===== src/rtl/image_receiver.sv =====
// UART 8N1 receiver and pixel frame reassembler feeding a frame-buffer write port.
// Ports: clk, rst (sync high), uart_in -> wr_en/wr_address/wr_data, frame_done, frame_error, receiving. Optional macro: IMAGE_RX_TIMEOUT_EN.
module image_receiver #(
  parameter int NUM_PIXELS     = 76800,
  parameter int CLK_FREQ       = 50000000,
  parameter int BAUD_RATE      = 115200,
  parameter int TIMEOUT_CYCLES = 250000
) (
  input  logic        clk,
  input  logic        rst,
  input  logic        uart_in,
  output logic        wr_en,
  output logic [16:0] wr_address,
  output logic [11:0] wr_data,
  output logic        frame_done,
  output logic        frame_error,
  output logic        receiving
);

  localparam int CPB  = CLK_FREQ / BAUD_RATE;
  localparam int HALF = CPB / 2;

  localparam logic [1:0] RX_IDLE  = 2'd0;
  localparam logic [1:0] RX_START = 2'd1;
  localparam logic [1:0] RX_DATA  = 2'd2;
  localparam logic [1:0] RX_STOP  = 2'd3;

  localparam logic [1:0] HUNT    = 2'd0;
  localparam logic [1:0] DATA_HI = 2'd1;
  localparam logic [1:0] DATA_LO = 2'd2;

  logic       s1, s2, rx_d;
  logic [1:0] rx_state;
  logic [15:0] cnt;
  logic [2:0] bit_idx;
  logic [7:0] shreg;
  logic [7:0] rx_byte;
  logic       byte_valid;
  logic       frame_err;

  logic [1:0]  state;
  logic [7:0]  prev;
  logic [3:0]  hi_nib;
  logic [16:0] pix_addr;
  logic        timeout;

  // Edge detector resets low so a line held low across reset
  // must return high before a start bit is recognised.
  always_ff @(posedge clk) begin
    if (rst) begin
      s1   <= 1'b0;
      s2   <= 1'b0;
      rx_d <= 1'b0;
    end else begin
      s1   <= uart_in;
      s2   <= s1;
      rx_d <= s2;
    end
  end

  always_ff @(posedge clk) begin
    if (rst) begin
      rx_state   <= RX_IDLE;
      cnt        <= '0;
      bit_idx    <= '0;
      shreg      <= '0;
      rx_byte    <= '0;
      byte_valid <= 1'b0;
      frame_err  <= 1'b0;
    end else begin
      byte_valid <= 1'b0;
      frame_err  <= 1'b0;
      case (rx_state)
        RX_IDLE: begin
          cnt <= '0;
          if (rx_d && !s2) rx_state <= RX_START;
        end
        RX_START: begin
          if (cnt == 16'(HALF - 1)) begin
            cnt      <= '0;
            bit_idx  <= '0;
            rx_state <= s2 ? RX_IDLE : RX_DATA;
          end else begin
            cnt <= cnt + 16'd1;
          end
        end
        RX_DATA: begin
          if (cnt == 16'(CPB - 1)) begin
            cnt     <= '0;
            shreg   <= {s2, shreg[7:1]};
            bit_idx <= bit_idx + 3'd1;
            if (bit_idx == 3'd7) rx_state <= RX_STOP;
          end else begin
            cnt <= cnt + 16'd1;
          end
        end
        default: begin
          if (cnt == 16'(CPB - 1)) begin
            cnt      <= '0;
            rx_state <= RX_IDLE;
            if (s2) begin
              rx_byte    <= shreg;
              byte_valid <= 1'b1;
            end else begin
              frame_err <= 1'b1;
            end
          end else begin
            cnt <= cnt + 16'd1;
          end
        end
      endcase
    end
  end

`ifdef IMAGE_RX_TIMEOUT_EN
  logic [31:0] gap;

  always_ff @(posedge clk) begin
    if (rst || state == HUNT || byte_valid) gap <= '0;
    else gap <= gap + 32'd1;
  end

  assign timeout = (state != HUNT) && !byte_valid && !frame_err &&
                   (gap == 32'(TIMEOUT_CYCLES - 1));
`else
  assign timeout = 1'b0;
`endif

  always_ff @(posedge clk) begin
    if (rst) begin
      state       <= HUNT;
      prev        <= 8'hFF;
      hi_nib      <= '0;
      pix_addr    <= '0;
      wr_en       <= 1'b0;
      wr_address  <= '0;
      wr_data     <= '0;
      frame_done  <= 1'b0;
      frame_error <= 1'b0;
    end else begin
      wr_en       <= 1'b0;
      frame_done  <= 1'b0;
      frame_error <= 1'b0;
      case (state)
        HUNT: begin
          if (byte_valid) begin
            prev <= rx_byte;
            if (prev == 8'h00 && rx_byte == 8'h0A) begin
              state    <= DATA_HI;
              pix_addr <= '0;
            end
          end
        end
        DATA_HI: begin
          if (frame_err || timeout ||
              (byte_valid && rx_byte[7:4] != 4'h0)) begin
            frame_error <= 1'b1;
            state       <= HUNT;
            prev        <= 8'hFF;
          end else if (byte_valid) begin
            hi_nib <= rx_byte[3:0];
            state  <= DATA_LO;
          end
        end
        default: begin
          if (frame_err || timeout) begin
            frame_error <= 1'b1;
            state       <= HUNT;
            prev        <= 8'hFF;
          end else if (byte_valid) begin
            wr_en      <= 1'b1;
            wr_address <= pix_addr;
            wr_data    <= {hi_nib, rx_byte};
            pix_addr   <= pix_addr + 17'd1;
            if (pix_addr == 17'(NUM_PIXELS - 1)) begin
              frame_done <= 1'b1;
              state      <= HUNT;
              prev       <= 8'hFF;
            end else begin
              state <= DATA_HI;
            end
          end
        end
      endcase
    end
  end

  assign receiving = (state != HUNT);

endmodule


===== config.mk =====
export PLATFORM = sky130hd
export DESIGN_NAME = image_receiver
export DESIGN_NICKNAME = d
export VERILOG_FILES = /design/src/rtl/image_receiver.sv
export SDC_FILE = /design/constraint.sdc
export NUM_CORES = 1
export LEC_CHECK = 0
export ABC_AREA = 1
export CORE_ASPECT_RATIO = 0.6
export CORE_MARGIN = 2
export CORE_UTILIZATION = 23
export CTS_BUF_LIST = sky130_fd_sc_hd__clkbuf_16
export DETAILED_ROUTE_END_ITERATION = 10
export PLACE_DENSITY = 0.37
export SYNTH_ARGS = -nofsm -noshare
export SYNTH_HDL_FRONTEND = slang
export SYNTH_SLANG_ARGS = --single-unit

===== constraint.sdc =====
create_clock -name clk -period 1.6 [get_ports clk]
set_input_delay 0.24 -clock clk [delete_from_list [all_inputs] [get_ports clk]]
set_output_delay 0.24 -clock clk [all_outputs]
set_load 0.01 [all_outputs]

==> qor.txt, run 1 <==
1st-pass router iterations -> 4
Worst skew pair latency -> 350 ps
Hold Vio Cnt, Final -> 0
Reg2reg end -> rx_byte[5]$_SDFFE_PP0P_
Fraction of final layout cells sized beyond drive strength 1 -> 16.99%
Die Span Y -> 114.2 µm
WHS Endpoint -> s2$_SDFF_PP0_
Crit end category -> flop
TNS Setup -> 0 ps
Nets@finish -> 738
Initial antenna violation count -> 0
Core Rows -> 40
Max cap viols -> 0
Worst Hold Launch -> s1$_SDFF_PP0_
I/O Buffers -> 35
TritonCTS clock tree -> built
Syn Area/Cell -> 7.243 µm²
GPL Wtd Cong -> 0.7830
Seq cells post-synth -> 105
CP Launch Type -> flop
RSZ-0062 raised after global routing -> yes
Fmax -> 0.6540 GHz
Tot Pwr -> 5.698 mW
Most common cell after layout, fill and taps aside -> nor2_1
Worst hold path type -> flop to flop
Global route overflow -> 0
Synthesis-to-finish area growth -> 32.89%
DRC -> 0
CP Data Required Time -> 1880 ps
Synth unique cells -> 34
Most frequent cells in the layout -> nor2_1, nand2_1, dfxtp_1
Total GRT Usage -> 12.85%
Crit path DAT -> 1810 ps
Root Driver -> clkbuf_16
Status -> finished, final reports clean
CTS max path bufs -> 2
Pre-CTS setup slack -> -130.0 ps
Clock transition at the registers of the reported paths -> 70 ps
Hold_buf cts -> 0
# diodes -> 0
Reg2Reg Launch Point -> cnt[1]$_SDFF_PP0_
Seq/Total Area, Yosys -> 45.14%
Synth Cell Area -> 4657 µm²
Count of pins over their slew limit -> 0
CP max FO -> 8
Initial DRC Count -> 312
Hold path depth -> 2
Worst VDD drop -> 0.0006361 V
Clock sinks -> 105
Setup Skew -> 8.195 ps
Initial Util -> 23.38%
Syn Inst Count -> 643
HPWL Detailed -> 9.514 mm
Worst slew pin tran -> 340.2 ps
R2R Setup Slk -> 70 ps
# IOs -> 36
Warnings, synthesis -> 0
R2r worst-path depth -> 10
Syn_nets -> 656
Die W -> 187.7 µm
Placed Cells -> 978
Vias in the first global route -> 3933
Routed WL -> 13.47 mm
Layout Cells excl Fill -> 1003
PnR worst setup slack -> 70.86 ps
Die ar. -> 21440 µm²
Leakage dissipation -> 2.419 nW
First-pass GRT wire length -> 21.48 mm
Via/cell ratio -> 4.214
Core Area -> 19920 µm²
Critical path type -> flop to flop
H-tree levels -> 3
Pwr Density -> 920.8 nW/µm²
Period utilization -> 95.57%
TritonCTS Buffers -> 9
Post-route minimum period -> 1529 ps
Pin count of the biggest net entering global routing -> 60
Total number of vias -> 4227
Max_slew headroom -> 77.24%
Post-route ant nets -> 0
WL/cell -> 13.42 µm
Final Setup Violations -> 0
[Yosys cell counts, drive strengths merged]
library cell / number / area share (%)
nor3b: 2 / 0.32
a211oi: 1 / 0.16
nand2: 121 / 10
xnor2: 2 / 0.38
nand3b: 1 / 0.16
nand3: 39 / 4.2
buf: 9 / 1.2
nor3: 10 / 1.3
ha: 10 / 2.7
xor2: 11 / 2.1
a31oi: 1 / 0.13
inv: 58 / 4.7
a21oi: 56 / 6.3
nand4: 13 / 1.7
nor2: 128 / 11
or2: 2 / 0.27
clkbuf: 12 / 0.97
o211ai: 1 / 0.16
o21bai: 2 / 0.32
o31ai: 1 / 0.16
and2: 1 / 0.13
dfxtp: 105 / 45
o21ai: 57 / 6.4
[repair_timing]
| action | CTS | global route |
|---|---|---|
| endpoints found under the setup margin | 17 | 84 |
| gates resized for setup | 9 | 42 |
| pin swaps | 1 | 11 |
| buffers inserted | 0 | 8 |
| cloned | 0 | 1 |
[layout make-up]
| class | instances | area [µm²] |
|---|---|---|
| Multi-Input combinational cell | 459 | 2346 |
| Inverter | 58 | 220.2 |
| Tap cell | 273 | 341.6 |
| Timing Repair Buffer | 92 | 852.1 |
| Clock buffer | 9 | 225.2 |
| Clock inverter | 7 | 85.08 |
| Fill cell | 2154 | 13730 |
| Sequential cell | 105 | 2118 |
[how the worst max path moves through the flow]
stage | slack, ps | to | start | depth (start not counted)
floorplan | 110 | prev[0]$_SDFFE_PP1P_ | pix_addr[0]$_SDFFE_PP0P_ | 8
global placement | -100 | prev[1]$_SDFFE_PP1P_ | rx_byte[5]$_SDFFE_PP0P_ | 8
detailed placement | -130 | prev[4]$_SDFFE_PP1P_ | rx_byte[5]$_SDFFE_PP0P_ | 8
CTS | 0.4 | prev[4]$_SDFFE_PP1P_ | rx_byte[5]$_SDFFE_PP0P_ | 8
global route | -40 | rx_byte[5]$_SDFFE_PP0P_ | cnt[1]$_SDFF_PP0_ | 10
finish | 70 | rx_byte[5]$_SDFFE_PP0P_ | cnt[1]$_SDFF_PP0_ | 10
[per-layer routing]
| layer | vias to the layer above | wire [µm] | global-route usage, % |
|---|---|---|---|
| met2 | 51 | 4967 | 16.54 |
| met3 | 2 | 511 | 3.095 |
| met5 | - | 0 | 0 |
| met4 | 0 | 59 | 3.517 |
| met1 | 1925 | 7926 | 20.43 |
| li1 | 2249 | - | - |
[per-stage QoR]
step                      cell area [µm²]  util (%)  hold WS [ps]
final                                6188     31.07         404.8
after global routing                 6188     31.07         432.6
after CTS                            5995     30.09         408.5
after detailed placement             5657     28.40         398.3
after global placement               5657     28.40         397.6
after floorplan                      4657         -         347.0
[power breakdown]
group	switching (mW)	leakage (nW)	internal (mW)
sequential	0.0479	0.851	2.66
clock	1.01	0.156	1.36
combinational	0.413	1.41	0.208
[critical path, stage by stage (launching register included)]
cell and delay [ps]:
dfxtp_4 360, inv_2 50, ha_1 130, nand2_1 70, nor2_2 150, nand2_4 110, nor3_4 150, buf_4 160
clkbuf_16 140, o21ai_2 50, a21oi_2 100
[cells by family after synthesis]
family	Yosys count	share of synthesized area (%)
flip-flops	105	45.14
adder cells (fa/ha/maj)	10	2.687
buffers and inverters	79	6.878
AO/OA/AOI/OAI	119	13.57
XOR/XNOR	13	2.445
AND/OR/NAND/NOR	317	29.29
[sequential cells by signal (all words and copies together), names as in the netlist, 2 cells and up]
register	flops
rx_state	2
bit_idx	3
pix_addr	17
hi_nib	4
rx_byte	8
wr_address	17
wr_data	12
shreg	8
cnt	16
state	2
prev	8
(Power assumes the default switching activity.)
==> run 2: changes to the inputs <==
--- a/config.mk
+++ b/config.mk
@@ -10,8 +10,8 @@
 export CORE_MARGIN = 2
 export CORE_UTILIZATION = 23
 export CTS_BUF_LIST = sky130_fd_sc_hd__clkbuf_16
+export CTS_CLUSTER_SIZE = 10
 export DETAILED_ROUTE_END_ITERATION = 10
-export PLACE_DENSITY = 0.37
 export SYNTH_ARGS = -nofsm -noshare
 export SYNTH_HDL_FRONTEND = slang
 export SYNTH_SLANG_ARGS = --single-unit
==> run 2 against run 1 <==
  * Critical path depth decreased by 7
  * Worst hold slack improved by 5.2 ps
  * Critical endpoint is now receiving
  * Core utilization fell by 0.58 points
  * Routed wire length decreased by 10%
  * Sequential cell count unchanged
==> qor.txt, run 2 (synthesized netlist as in run 1, its figures left out) <==
Reg2Reg Launch Point -> cnt[1]$_SDFF_PP0_
Delay-heaviest family, CP -> buffers and inverters
Routed WL -> 12.10 mm (-10%)
Worst skew pair latency -> 360 ps (about the same)
GPL Wtd Cong -> 0.8308 (+6.1%)
Leakage dissipation -> 2.371 nW (-2.0%)
Worst hold path type -> flop to flop
Fmax -> 0.6471 GHz (-1.1%)
Seq pwr share -> 49.2% (+1.7 points)
Post-route ant nets -> 0 (unchanged)
WL/cell -> 12.14 µm (-9.5%)
Nets@finish -> 731 (-0.95%)
1st-pass router iterations -> 5 (+1)
Hold Vio Cnt, Final -> 0 (unchanged)
Max_slew headroom -> 75.67% (-1.6 points)
Fraction of final layout cells sized beyond drive strength 1 -> 15.77% (-1.2 points)
Critical path type -> flop to output port
CP max stage cell -> dfxtp_1
Worst slew pin tran -> 365.0 ps (+24.81 ps)
Total GRT Usage -> 11.52% (-1.3 points)
Count of pins over their slew limit -> 0 (unchanged)
Pwr Density -> 905.2 nW/µm² (-1.7%)
CP Data Required Time -> 1360 ps (-520 ps)
I/O Buffers -> 35 (unchanged)
Initial DRC Count -> 288 (-7.7%)
Vias in the first global route -> 3784 (-3.8%)
CTS max path bufs -> 2 (unchanged)
Hold_buf cts -> 0 (unchanged)
Cell internal pwr -> 3.959 mW (-6.4%)
Switching part of the total -> 27.99% (+2.2 points)
TNS Setup -> 0 ps (unchanged)
Status -> finished, final reports clean
CP cell instances -> nor2_2 > inv_2 > dlygate4sd2_1
DRC -> 0 (unchanged)
RSZ-0062 raised after global routing -> yes
Gate power share -> 10.5% (-0.4 points)
Clock sinks -> 105 (unchanged)
TritonCTS clock tree -> built
R2r worst-path depth -> 10 (unchanged)
Most frequent cells in the layout -> nor2_1, nand2_1, dfxtp_1
Die ar. -> 21440 µm² (unchanged)
First-pass GRT wire length -> 19.74 mm (-8.1%)
Most common cell after layout, fill and taps aside -> nor2_1
Max cap viols -> 0 (unchanged)
# diodes -> 0 (unchanged)
CP endpoint -> receiving
Clock transition at the registers of the reported paths -> 80 ps (about the same)
Sw power -> 1.539 mW (+4.6%)
HPWL Detailed -> 8.630 mm (-9.3%)
CP Launch Type -> flop
Final Setup Violations -> 0 (unchanged)
Initial Util -> 23.38% (unchanged)
H-tree levels -> 3 (unchanged)
Reg2reg end -> rx_byte[6]$_SDFFE_PP0P_
Min Hold Slack -> 410.0 ps (+5.213 ps)
Initial antenna violation count -> 0 (unchanged)
Crit path DAT -> 1310 ps (-500 ps)
Setup Skew -> 11.25 ps (+3.052 ps)
Tot Pwr -> 5.498 mW (-3.5%)
Die W -> 187.7 µm (unchanged)
CP max FO -> 6 (-2)
WP depth -> 3 (-7)
Fillers -> 2169 (+0.70%)
Post-route minimum period -> 1545 ps (+16.32 ps)
Total number of vias -> 4172 (-1.3%)
Global route overflow -> 0 (unchanged)
Die Span Y -> 114.2 µm (unchanged)
Worst VDD drop -> 0.0005048 V (-21%)
Clock power share -> 40.2% (-1.4 points)
Period utilization -> 96.59% (+1.0 points)
Core Area -> 19920 µm² (unchanged)
Core Rows -> 40 (unchanged)
Crit path buffers/inverters -> 2 (-1)
Root Driver -> clkbuf_16
Crit path largest cell delay -> 340 ps (-20 ps)
Via/cell ratio -> 4.189 (-0.61%)
Synthesis-to-finish area growth -> 30.41%
Setup crit start -> state[0]$_SDFFE_PP0P_
Pin count of the biggest net entering global routing -> 35 (-42%)
TritonCTS Buffers -> 9 (unchanged)
# IOs -> 36 (unchanged)
R2R Setup Slk -> 80 ps (about the same)
Largest regs -> pix_addr: 17 flops, wr_address: 17 flops, cnt: 16 flops
Crit end category -> output port
[run 2: what timing repair did]
item                       CTS  global route
gates resized for setup      6            32
buffers inserted             0             7
pin swaps                    0            11
setup endpoints to repair   16            60
[run 2: metal layers]
metal  track usage, %  routed length [µm]
met2            14.86                4230
met1            18.23                7093
met3            3.340                 677
met5                0                   0
met4            2.362                  94
[run 2: power groups by stage]
stage | Clock (mW) | Sequential, mW | Combinational (mW)
6_report | 2.21 | 2.71 | 0.579
5_1_grt | 2.39 | 2.71 | 0.653
4_1_cts | 2.29 | 2.69 | 0.546
3_5_place_dp | 0 | 2.75 | 0.532
3_3_place_gp | 0 | 2.74 | 0.531
2_1_floorplan | 0 | 2.74 | 0.403
[run 2: worst min path at each step]
stage	to	start	cells past startpoint	slack, ps
global placement	s2$_SDFF_PP0_	s1$_SDFF_PP0_	2	390
floorplan	s1$_SDFF_PP0_	uart_in	2	350
detailed placement	s2$_SDFF_PP0_	s1$_SDFF_PP0_	2	400
finish	s2$_SDFF_PP0_	s1$_SDFF_PP0_	2	410
CTS	s2$_SDFF_PP0_	s1$_SDFF_PP0_	2	410
global route	s2$_SDFF_PP0_	s1$_SDFF_PP0_	2	420
[run 2: stage by stage]
step	instances	utilization, %	setup slack, ps	cell area (µm²)
global route	996	30.49	-53.06	6073
finish	996	30.49	54.54	6073
global placement	973	28.15	27.05	5607
detailed placement	973	28.15	-22.09	5607
CTS	989	29.69	34.26	5914
floorplan	643	-	111.1	4657
[run 2: final cells by class]
class | instances | area, µm² | share of cell area, %
inverters | 58 | 217.7 | 3.585
repair buffers | 85 | 769.5 | 12.67
multi-input cells | 459 | 2336 | 38.46
flip-flops and latches | 105 | 2113 | 34.80
clock inverters | 7 | 70.07 | 1.154
well taps | 273 | 341.6 | 5.624
clock buffers | 9 | 225.2 | 3.708
[run 2: tightest hold or removal path: stages, from the launching register on]
cell and delay (ps):
dfxtp_1 300, inv_1 40, nor2_1 30
